$ cat src/rtl/pe_pkg.sv
// pe_pkg: shared constants and arithmetic helpers for the output-stationary PE.
// ext_val widens a w-bit value to 64 bits (sign or zero); add_clamp adds two
// w-bit values and optionally clamps to the w-bit signed/unsigned range.
package pe_pkg;

  localparam int unsigned PE_DW_DEF = 8;
  localparam int unsigned PE_AW_DEF = 32;
  // Helpers work on a 64-bit carrier, so AW must stay below 63 to keep the
  // intermediate sum free of overflow.
  localparam int unsigned PE_MAXW   = 62;

  function automatic logic [63:0] ext_val(input logic [63:0] v,
                                          input int unsigned w,
                                          input bit sgn);
    logic [63:0] m;
    m = v << (64 - w);
    if (sgn) ext_val = $unsigned($signed(m) >>> (64 - w));
    else     ext_val = m >> (64 - w);
  endfunction

  function automatic logic [63:0] add_clamp(input logic [63:0] a,
                                            input logic [63:0] b,
                                            input int unsigned w,
                                            input bit sgn,
                                            input bit sat);
    logic signed [63:0] ax;
    logic signed [63:0] bx;
    logic signed [63:0] s;
    logic signed [63:0] mx;
    logic signed [63:0] mn;
    ax = $signed(ext_val(a, w, sgn));
    bx = $signed(ext_val(b, w, sgn));
    s  = ax + bx;
    if (sat) begin
      if (sgn) begin
        mx = (64'sd1 <<< (w - 1)) - 64'sd1;
        mn = -(64'sd1 <<< (w - 1));
      end else begin
        mx = (64'sd1 <<< w) - 64'sd1;
        mn = 64'sd0;
      end
      if (s > mx)      s = mx;
      else if (s < mn) s = mn;
    end
    add_clamp = $unsigned(s);
  endfunction

endpackage

$ cat src/rtl/pe_drain_slot.sv
// pe_drain_slot: one-entry result register on the drain chain.
// Ports: ld_i/ld_dat_i load (wins over pop, so a same-cycle pop+load replaces
// the entry), pop_i empties it; vld_o/dat_o hold steady until popped.
module pe_drain_slot
  import pe_pkg::*;
#(
  parameter int unsigned W = PE_AW_DEF
) (
  input  logic         clk,
  input  logic         rstn,
  input  logic         ld_i,
  input  logic [W-1:0] ld_dat_i,
  input  logic         pop_i,
  output logic         vld_o,
  output logic [W-1:0] dat_o
);

  logic         vld_q, vld_d;
  logic [W-1:0] dat_q, dat_d;

  always_comb begin
    vld_d = vld_q;
    dat_d = dat_q;
    if (ld_i) begin
      vld_d = 1'b1;
      dat_d = ld_dat_i;
    end else if (pop_i) begin
      // Clear data too so an idle drain port reads zero.
      vld_d = 1'b0;
      dat_d = '0;
    end
  end

  always_ff @(posedge clk) begin
    if (!rstn) begin
      vld_q <= 1'b0;
      dat_q <= '0;
    end else begin
      vld_q <= vld_d;
      dat_q <= dat_d;
    end
  end

  assign vld_o = vld_q;
  assign dat_o = dat_q;

endmodule

$ cat src/rtl/pe_os_mac.sv
// pe_os_mac: output-stationary MAC processing element with a per-column
// result drain chain. Operands (in_fire/in_last/in_a/in_w) are forwarded
// east/south one cycle later (out_*). A last beat closes the dot product into
// the own slot; upstream results (drain_in*) park in the fwd slot; res/res_vld/
// res_rdy present own first, then fwd. ovr flags an own result lost to
// overwrite. Define PE_SAT_EN to clamp accumulation instead of wrapping.
module pe_os_mac
  import pe_pkg::*;
#(
  parameter int unsigned DW     = PE_DW_DEF,
  parameter int unsigned AW     = PE_AW_DEF,
  parameter int unsigned SIGNED = 1
) (
  input  logic          clk,
  input  logic          rstn,
  input  logic          in_fire,
  input  logic          in_last,
  input  logic [DW-1:0] in_a,
  input  logic [DW-1:0] in_w,
  output logic          out_fire,
  output logic          out_last,
  output logic [DW-1:0] out_a,
  output logic [DW-1:0] out_w,
  input  logic          drain_in_vld,
  input  logic [AW-1:0] drain_in,
  output logic          drain_in_rdy,
  output logic          res_vld,
  output logic [AW-1:0] res,
  input  logic          res_rdy,
  output logic          ovr
);

  localparam bit SGN = (SIGNED != 0);
`ifdef PE_SAT_EN
  localparam bit SAT = 1'b1;
`else
  localparam bit SAT = 1'b0;
`endif

  // Operand forwarding registers.
  logic          out_fire_q, out_last_q;
  logic [DW-1:0] out_a_q, out_w_q;

  always_ff @(posedge clk) begin
    if (!rstn) begin
      out_fire_q <= 1'b0;
      out_last_q <= 1'b0;
      out_a_q    <= '0;
      out_w_q    <= '0;
    end else begin
      out_fire_q <= in_fire;
      out_last_q <= in_fire & in_last;
      if (in_fire) begin
        out_a_q <= in_a;
        out_w_q <= in_w;
      end
    end
  end

  assign out_fire = out_fire_q;
  assign out_last = out_last_q;
  assign out_a    = out_a_q;
  assign out_w    = out_w_q;

  // Full-width product: extending operands to 2*DW first makes the low 2*DW
  // bits of a plain multiply correct for both signed and unsigned modes.
  logic [2*DW-1:0] a_x, w_x, prod_raw;
  logic [AW-1:0]   prod_ext;

  assign a_x      = {{DW{SGN & in_a[DW-1]}}, in_a};
  assign w_x      = {{DW{SGN & in_w[DW-1]}}, in_w};
  assign prod_raw = a_x * w_x;
  assign prod_ext = AW'(ext_val(64'(prod_raw), 2 * DW, SGN));

  // Accumulator.
  logic [AW-1:0] acc_q, acc_d, acc_sum;

  assign acc_sum = AW'(add_clamp(64'(acc_q), 64'(prod_ext), AW, SGN, SAT));

  always_comb begin
    acc_d = acc_q;
    if (in_fire) acc_d = in_last ? '0 : acc_sum;
  end

  always_ff @(posedge clk) begin
    if (!rstn) acc_q <= '0;
    else       acc_q <= acc_d;
  end

  // Drain slots: own result has priority; fwd only presented when own empty.
  logic          own_ld, own_pop, own_vld;
  logic [AW-1:0] own_dat;
  logic          fwd_ld, fwd_pop, fwd_vld;
  logic [AW-1:0] fwd_dat;

  assign own_ld       = in_fire & in_last;
  assign own_pop      = own_vld & res_rdy;
  assign fwd_pop      = ~own_vld & fwd_vld & res_rdy;
  assign drain_in_rdy = ~fwd_vld | fwd_pop;
  assign fwd_ld       = drain_in_vld & drain_in_rdy;

  pe_drain_slot #(.W(AW)) u_own (
    .clk      (clk),
    .rstn     (rstn),
    .ld_i     (own_ld),
    .ld_dat_i (acc_sum),
    .pop_i    (own_pop),
    .vld_o    (own_vld),
    .dat_o    (own_dat)
  );

  pe_drain_slot #(.W(AW)) u_fwd (
    .clk      (clk),
    .rstn     (rstn),
    .ld_i     (fwd_ld),
    .ld_dat_i (drain_in),
    .pop_i    (fwd_pop),
    .vld_o    (fwd_vld),
    .dat_o    (fwd_dat)
  );

  assign res_vld = own_vld | fwd_vld;
  assign res     = own_vld ? own_dat : fwd_dat;

  // Sticky overwrite flag: a new result lands on an undrained one. A
  // same-cycle handshake lets the old value leave, so no loss is reported.
  logic ovr_q, ovr_d;

  assign ovr_d = ovr_q | (own_ld & own_vld & ~res_rdy);

  always_ff @(posedge clk) begin
    if (!rstn) ovr_q <= 1'b0;
    else       ovr_q <= ovr_d;
  end

  assign ovr = ovr_q;

endmodule

$ cat config.mk
export PLATFORM = sky130hd
export DESIGN_NAME = pe_os_mac
export DESIGN_NICKNAME = d
export VERILOG_FILES = /design/src/rtl/pe_pkg.sv /design/src/rtl/pe_drain_slot.sv /design/src/rtl/pe_os_mac.sv
export SDC_FILE = /design/constraint.sdc
export NUM_CORES = 1
export LEC_CHECK = 0
export ABC_AREA = 1
export CAP_MARGIN = 20
export CORE_MARGIN = 1.5
export CORE_UTILIZATION = 60
export CTS_CLUSTER_SIZE = 24
export DETAILED_ROUTE_END_ITERATION = 10
export DONT_BUFFER_PORTS = 1
export PLACE_DENSITY = 0.83
export SETUP_SLACK_MARGIN = 0.2
export SYNTH_ARGS = -nofsm -noshare
export SYNTH_HDL_FRONTEND = slang
export SYNTH_SLANG_ARGS = --single-unit
$ cat constraint.sdc
create_clock -name clk -period 7.1 [get_ports clk]
set_clock_uncertainty 0.2 [all_clocks]
set_input_delay 1.42 -clock clk [delete_from_list [all_inputs] [get_ports clk]]
set_output_delay 1.42 -clock clk [all_outputs]
set_load 0.02 [all_outputs]
* Yosys cells after proc, flatten, opt, wreduce, memory -nomap -nowiden
Index checks and enable logic that the tools add are counted.
** Storage, ports and cells
- Register bits after elaboration :: 117
- Input bits :: 54
- Output and inout port bits :: 53
** Cells by class
- $add $sub $neg :: 1
- Multipliers :: 1
- Muxes and demuxes :: 10
- Bitwise operators :: 13
- Reductions and logical operators :: 2
** Operator list (count)
- $mux W32 :: 6
- $add A32 B16 Y32 :: 1
- $mul A8 B8 Y16 :: 1
- $and A1 B1 Y1 :: 7
- $mux W1 :: 4
- $reduce_bool A2 Y1 :: 2
- $not A1 Y1 :: 3
- $or A1 B1 Y1 :: 3

* Longest topological paths before layout
Gate-level depths: netlist of run 1.
- Depth in word-level cells :: 6
- Gate-level depth with buffers :: 22
- Mapped depth without buffers :: 21

* Hierarchy
From an unflattened synthesis of run 1, not the netlist that was laid out.
** Unflattened totals
- Cell total of the unflattened synthesis :: 1424
- Area total of the unflattened synthesis :: 10662.7 um2
** By module, submodules not included
- pe_os_mac :: times used 1, cells an instance 1136, area each 8325.5 um2, sequential area each 1021.0 um2
- pe_drain_slot :: times used 2, cells an instance 144, area each 1168.6 um2, sequential area each 660.6 um2

* Worst setup path after synthesis of run 1
Ideal clock, no wire load.
- Kind :: in2reg
- Start point :: input in_w[0]
- End point :: register acc_q[30]
- Library setup time :: 66 ps
- Arrival :: 6204 ps
- Data required time :: 6834 ps
- Path slack :: 630 ps
- Stages on the path :: 18
- Path buffers :: 1
- Cell sequence :: clkbuf_1 -> nand2_1 -> inv_1 -> fa_1 -> fa_1 -> fa_1 -> fa_1 -> ha_1 -> ha_1 -> nand2_2 -> inv_1 -> a21oi_1 -> nand2_1 -> a21oi_1 -> nand2_1 -> nand2_1 -> nand3_1 -> a21oi_2
** On the way
- Word-level cells in the longest chain between the ends :: 3
** Ends and longest elaborated chain
- from (decl) :: RTL line pe_os_mac.sv:19 : input logic [DW-1:0] in_w,
- $mul A8 B8 Y16 :: RTL line pe_os_mac.sv:72 : assign prod_raw = a_x * w_x;
- $add A32 B16 Y32 :: RTL line pe_pkg.sv:33 : s = ax + bx;
- $mux W32 :: RTL line pe_os_mac.sv:82 : if (in_fire) acc_d = in_last ? '0 : acc_sum;
- to (signal assigned) :: RTL line pe_os_mac.sv:86 : if (!rstn) acc_q <= '0;
- to (signal assigned) :: RTL line pe_os_mac.sv:87 : else acc_q <= acc_d;
- to (decl) :: RTL line pe_os_mac.sv:76 : logic [AW-1:0] acc_q, acc_d, acc_sum;
No other way between the ends.
A chain may end at the register's enable or synchronous reset.

* Worst setup path after layout of run 1
- Start point :: input in_w[2]
- End point :: register u_own.dat_q[30] (netlist: u_own.dat_o[30])
** On the way
- Word-level cells in the longest chain between the ends :: 3
** Ends and longest elaborated chain
- $mul A8 B8 Y16 :: RTL line pe_os_mac.sv:72
- $add A32 B16 Y32 :: RTL line pe_pkg.sv:33
- $mux W32 :: RTL line pe_drain_slot.sv:24 : if (ld_i) begin
- to (signal assigned) :: RTL line pe_drain_slot.sv:40 : dat_q <= dat_d;
- to (decl) :: RTL line pe_drain_slot.sv:19 : logic [W-1:0] dat_q, dat_d;
No other way between the ends.

==> results of run 1 <==
-- final timing paths --
path | startpoint | endpoint | cells after the start
setup / recovery | in_w[2] | u_own.dat_o[30]$_SDFFE_PN0P_ | 18
hold / removal | acc_q[4]$_SDFFE_PN0P_ | acc_q[4]$_SDFFE_PN0P_ | 2
setup reg to reg | acc_q[6]$_SDFFE_PN0P_ | acc_q[26]$_SDFFE_PN0P_ | 19
hold reg to reg | acc_q[4]$_SDFFE_PN0P_ | acc_q[4]$_SDFFE_PN0P_ | 2
-- final cells by class --
cell class / instances / share of cell area [%]
clock inverters: 14 / 1.44
flip-flops and latches: 117 / 20.4
multi-input cells: 1018 / 63.8
repair buffers: 15 / 1.16
inverters: 209 / 6.85
clock buffers: 18 / 3.83
well taps: 225 / 2.46
-- cells in the mapped netlist (all sizes together) --
master  instances
a21o            1
nand4          10
a32o            5
inv           207
clkbuf         43
dfxtp         117
clkinv          2
buf            19
nor3            6
nand3         129
xor2            7
a21oi         114
or2             6
xnor2           1
nand3b          7
o21bai          3
o21ai          22
and2            2
fa            136
nor3b           1
nor2           78
ha             70
nand2         419
o31ai           1
-- cells by family after synthesis --
group	after synthesis
AO/OA/AOI/OAI	146
XOR/XNOR	8
adder cells (fa/ha/maj)	206
buffers and inverters	271
flip-flops	117
AND/OR/NAND/NOR	658
-- metrics by stage --
stage               util, %  setup WS, ns  hold WS (ns)  instance area (um2)
CTS                    65.8         0.894         0.266                11400
finish                 66.0         0.862         0.265                11500
floorplan                 -         0.630         0.239                10700
global route           66.0         0.475         0.280                11500
global placement       62.4         0.516         0.252                10800
detailed placement     62.4         0.434         0.256                10800
-- flip-flops by register name, indices dropped and copies added, names as in the netlist --
| signal | cells |
|---|---|
| u_own.dat_o | 32 |
| out_last | 1 |
| u_own.vld_o | 1 |
| u_fwd.vld_o | 1 |
| u_fwd.dat_o | 32 |
| out_fire | 1 |
| out_w | 8 |
| acc_q | 32 |
| ovr | 1 |
| out_a | 8 |
-- layer usage --
layer | part of all wire, % | track usage (%)
met1 | 39 | 37.9
met2 | 50 | 52.8
met3 | 6.2 | 6.96
met4 | 4.3 | 15.6
met5 | 0 | 0
-- worst min-delay path, delay by kind of cell (launching register included) --
family | cells | cell delay [ns]
DFF | 1 | 0.31
AOI/OAI and AO/OA | 1 | 0.05
and+or+nand+nor | 1 | 0.06
==> flow_summary.yaml, run 1 <==
cts:
  clk_pin_slew_ns: 0.06
  cts_sinks: 117
  cts_root_buffer: "clkbuf_16"
  cts_tree: "done"
  cts_resized: 0
  post_cts_buffers: 0
  clkLatencyLatePin_ns: 0.44
  htree_levels: 4
  cts_inserted_buffers: 17
  ctsHoldBuffers: 0
  max-clock-path-buffers: 2
floorplanning:
  core.rowCount: 48
  fp.dieW_um: 137
  io_pins: 107
  die_area_mm2: 0.0187
  start_util_pct: 61.8
  die_y_um: 137
  core_area_mm2: 0.0174
finish:
  nets: 1638
  nFillCells: 1448
  layout_common_cells: "404 x nand2_1, 198 x inv_1, 136 x fa_1, 120 x nand3_1, 117 x dfxtp_1"
  layout_commonest_cell: "nand2_1"
  seq_area_mm2: 0.00234
  antenna_cells: 0
  drive_gt1_share_pct: 7.55
  multiInputGateArea_mm2: 0.00731
  syn_to_final_growth_pct: 6.79
  fin_cells: 1616
sta:
  worst_pin_slew_ns: 0.886
  fmax_mhz: 160
  period_share_pct: 87.9
  finalSetupTns_ns: 0
  hold_viol: 0
  max_slew_margin_pct: 40.6
  final.min_clock_period_ns: 6.24
  rsz0062_at_grt: "false"
  setup_violations: 0
  finalMaxSlewViolations: 0
global_routing:
  gr-usage-all-layers_pct: 31.4
  grt_pass1_wl_mm: 44.9
  grt_pass1_vias: 9167
  antenna_found_initial: 0
  grt_start_max_net_pins: 61
  grt_overflow: 0
worst_hold_path:
  hp-class: "register to register"
yosys:
  synth.avg_cell_area_um2: 7.63
  ys_seq_area_share_pct: 21.8
  ys_ff_latch: 117
  synth_warnings: 0
  synth_top_family_by_area: "adder cells"
  yosysTopAreaCell: "fa_1"
  muxShareOfSynthArea_pct: 0
  synth_top_area_share_pct: 25.4
  synthXorXnorAreaFrac_pct: 0.653
  synth_fa_ha_area_share_pct: 33.5
  netlist_area_mm2: 0.0107
  yosysUniqueCellTypes: 36
  synthCells: 1406
  synthSimpleGateAreaFrac_pct: 26.5
  synth_compound_area_share_pct: 7.41
  synthTopCellsByArea: "fa_1 25%, dfxtp_1 22%, nand2_1 14%, ha_1 8.2%, inv_1 7.0%"
  syn_nets: 1666
worst_setup_path:
  crit_type: "input pin to register"
  r2r_slack_ns: 2.33
  path_cells: "nand2_1 > fa_1 > fa_1 > inv_1 > fa_1 > fa_1 > ha_1 > ha_1 > nand2_1 > inv_1 > nand2_1 > nor3_1 > and2_1 > nand2_1 > nand2_1 > nand2_1 > nand3_1 > a21oi_2"
  worstPathRequired_ns: 7.20
  critPathTopFamily: "adder cells"
  crit_path_start_kind: "input pin"
  cp_max_fo: 13
  worstSetupEndpointType: "register"
  cp_num_buf_inv: 2
  cp_slowest_cell: "fa_1"
  worst_path_largest_cell_delay_ns: 0.74
  crit_top_cell: "nand2_1"
  worstPathArrival_ns: 6.34
routing:
  first_pass_iters: 5
  drc: 0
  via_per_inst: 5.64
  drtAntennaViolNets: 0
  post_drt_wl_per_cell_um: 17.0
  routed_wl_mm: 27.5
  vias: 9113
  first_iter_violations: 667
job:
  max_cap_viol_count: 0
place:
  gp_congestion: 1.03
  io_buffer_count: 0
  hpwl_mm: 21.1
  dp_cells: 1583
status:
  status: "completed"
Power of run 1 is not shown: default switching activity piles up to over one toggle a cycle in this logic, so the estimate is an artifact.
==> inputs of run 2 (changes only) <==
- PLACE_DENSITY: 0.83 -> 0.76
==> run 2 against run 1 <==
Global-route usage decreased by 0.45 points. Die area unchanged. Wire length decreased by 2.8%. Register-to-register slack about the same. Final cell count about the same. Design area decreased by 0.22%. Utilization decreased by 0.14 points. First-iteration DRC count decreased by 30%. Sequential share of layout area about the same. Critical endpoint is now u_own.dat_o[24]$_SDFFE_PN0P_.
==> flow_summary.yaml, run 2 (same netlist as run 1, synthesis figures left out) <==
routing:
  drc: 0
  vias: 8955
  first_pass_iters: 6
  wl_met1_mm: 10.9
  first_iter_violations: 470
  top_layer_used: "met4"
  via_per_inst: 5.54
  routed-wl-met3_mm: 1.26
  wl_met2_mm: 13.6
  post_drt_wl_per_cell_um: 16.5
  drtAntennaViolNets: 0
  routed_wl_mm: 26.7
cts:
  ctsHoldBuffers: 0
  post_cts_buffers: 0
  cts_tree: "done"
  cts_root_buffer: "clkbuf_16"
  max-clock-path-buffers: 2
  clkLatencyLatePin_ns: 0.43
  clk_pin_slew_ns: 0.06
  cts_inserted_buffers: 17
  cts_sinks: 117
  cts_resized: 0
  htree_levels: 4
finish:
  seq_area_mm2: 0.00234
  layout_commonest_cell: "nand2_1"
  multiInputGateArea_mm2: 0.00730
  antenna_cells: 0
  drive_gt1_share_pct: 7.34
  syn_to_final_growth_pct: 6.56
  layout_common_cells: "404 x nand2_1, 198 x inv_1, 136 x fa_1, 120 x nand3_1, 117 x dfxtp_1"
  nets: 1637
  nFillCells: 1513
sta:
  fmax_mhz: 158
  finalMaxSlewViolations: 0
  rsz0062_at_grt: "false"
  max_slew_margin_pct: 30.8
  finalWorstSetupSlack_ns: 0.778
  finalSetupTns_ns: 0
  final.min_clock_period_ns: 6.32
  setup_violations: 0
  worst_pin_slew_ns: 1.04
  hold_viol: 0
  period_share_pct: 89.0
worst_setup_path:
  cp_slowest_cell: "fa_1"
  r2r-start: "acc_q[4]$_SDFFE_PN0P_"
  cp_num_buf_inv: 3
  crit_path_start_kind: "input pin"
  worstPathRequired_ns: 7.18
  rr_worst_depth: 20
  worst_path_largest_cell_delay_ns: 0.77
  worstSetupEndpointType: "register"
  r2r_end: "u_own.dat_o[20]$_SDFFE_PN0P_"
  crit_type: "input pin to register"
  critPathTopFamily: "adder cells"
  r2r_slack_ns: 2.32
  cp_max_fo: 13
  path_cells: "nand2_1 > fa_1 > fa_1 > inv_1 > buf_4 > fa_1 > fa_1 > ha_1 > ha_1 > nand2_2 > inv_2 > nand2_2 > nor3_1 > nand4_1 > nand3_1 > nand2_1 > nand3_1 > a21oi_1"
  crit_top_cell: "fa_1"
  worstPathArrival_ns: 6.40
worst_hold_path:
  hold_end: "acc_q[6]$_SDFFE_PN0P_"
  min_path_cells: 2
  hp-class: "register to register"
  hold_path.startpoint: "acc_q[6]$_SDFFE_PN0P_"
place:
  hpwl_mm: 20.5
  gp_congestion: 0.958
  io_buffer_count: 0
  dp_slack_ns: 0.387
floorplanning:
  die_y_um: 137
  core_area_mm2: 0.0174
  fp.dieW_um: 137
  io_pins: 107
  die_area_mm2: 0.0187
  core.rowCount: 48
  start_util_pct: 61.8
global_routing:
  antenna_found_initial: 0
  grt_pass1_vias: 9180
  grt_overflow: 0
  gr-usage-all-layers_pct: 30.9
  grt_pass1_wl_mm: 44.5
  grt_start_max_net_pins: 50
status:
  status: "completed"
job:
  max_cap_viol_count: 0
[run 2: cell count changes in the layout (fill, tap and decap cells not counted)]
| cell | before | now |
|---|---|---|
| buf_16 | 1 | 0 |
| inv_8 | 2 | 0 |
| nor2_4 | 3 | 2 |
| clkinv_2 | 1 | 3 |
| nor2_2 | 7 | 8 |
| buf_12 | 0 | 1 |
| clkbuf_1 | 0 | 2 |
| buf_4 | 14 | 13 |
| clkinv_4 | 3 | 0 |
| inv_6 | 5 | 2 |
| clkinvlp_4 | 1 | 4 |
| bufinv_16 | 2 | 3 |
[run 2: how the worst max path moves through the flow]
stage | from | to | slack [ns] | cells after the start
after floorplan | in_w[0] | acc_q[30]$_SDFFE_PN0P_ | 0.63 | 18
after global placement | in_w[2] | u_own.dat_o[24]$_SDFFE_PN0P_ | 0.50 | 18
after detailed placement | in_w[2] | u_own.dat_o[24]$_SDFFE_PN0P_ | 0.39 | 18
after CTS | in_w[2] | u_own.dat_o[24]$_SDFFE_PN0P_ | 0.81 | 18
after global routing | in_w[2] | u_own.dat_o[24]$_SDFFE_PN0P_ | 0.49 | 18
final | in_w[2] | u_own.dat_o[24]$_SDFFE_PN0P_ | 0.78 | 18
[run 2: worst min-delay path, cell delays in order, from the launching register on]
cell and delay [ns]:
dfxtp_1 0.30, nand2_1 0.06, a21oi_1 0.05
[run 2: cell type report]
class                   count  share of cell area (%)
well taps                 225                    2.46
multi-input cells        1018                    63.9
clock buffers              20                    3.91
clock inverters            12                    1.34
inverters                 209                    6.86
flip-flops and latches    117                    20.5
repair buffers             14                    1.03
[run 2: metrics by stage]
| step | util [%] | std cells | area, um2 | hold slack (ns) |
|---|---|---|---|---|
| after global routing | 65.9 | 1615 | 11400 | 0.289 |
| after CTS | 65.9 | 1615 | 11400 | 0.266 |
| after global placement | 62.4 | 1583 | 10800 | 0.254 |
| after detailed placement | 62.4 | 1583 | 10800 | 0.257 |
| after floorplan | - | 1406 | 10700 | 0.239 |
| final | 65.9 | 1615 | 11400 | 0.262 |
[run 2: metal layers]
metal	vias to the layer above	global-route usage (%)
li1	4322	-
met1	4307	37.5
met2	258	54.8
met3	68	5.19
met4	0	12.0
met5	-	0
Power of run 2 is left out for the same reason.
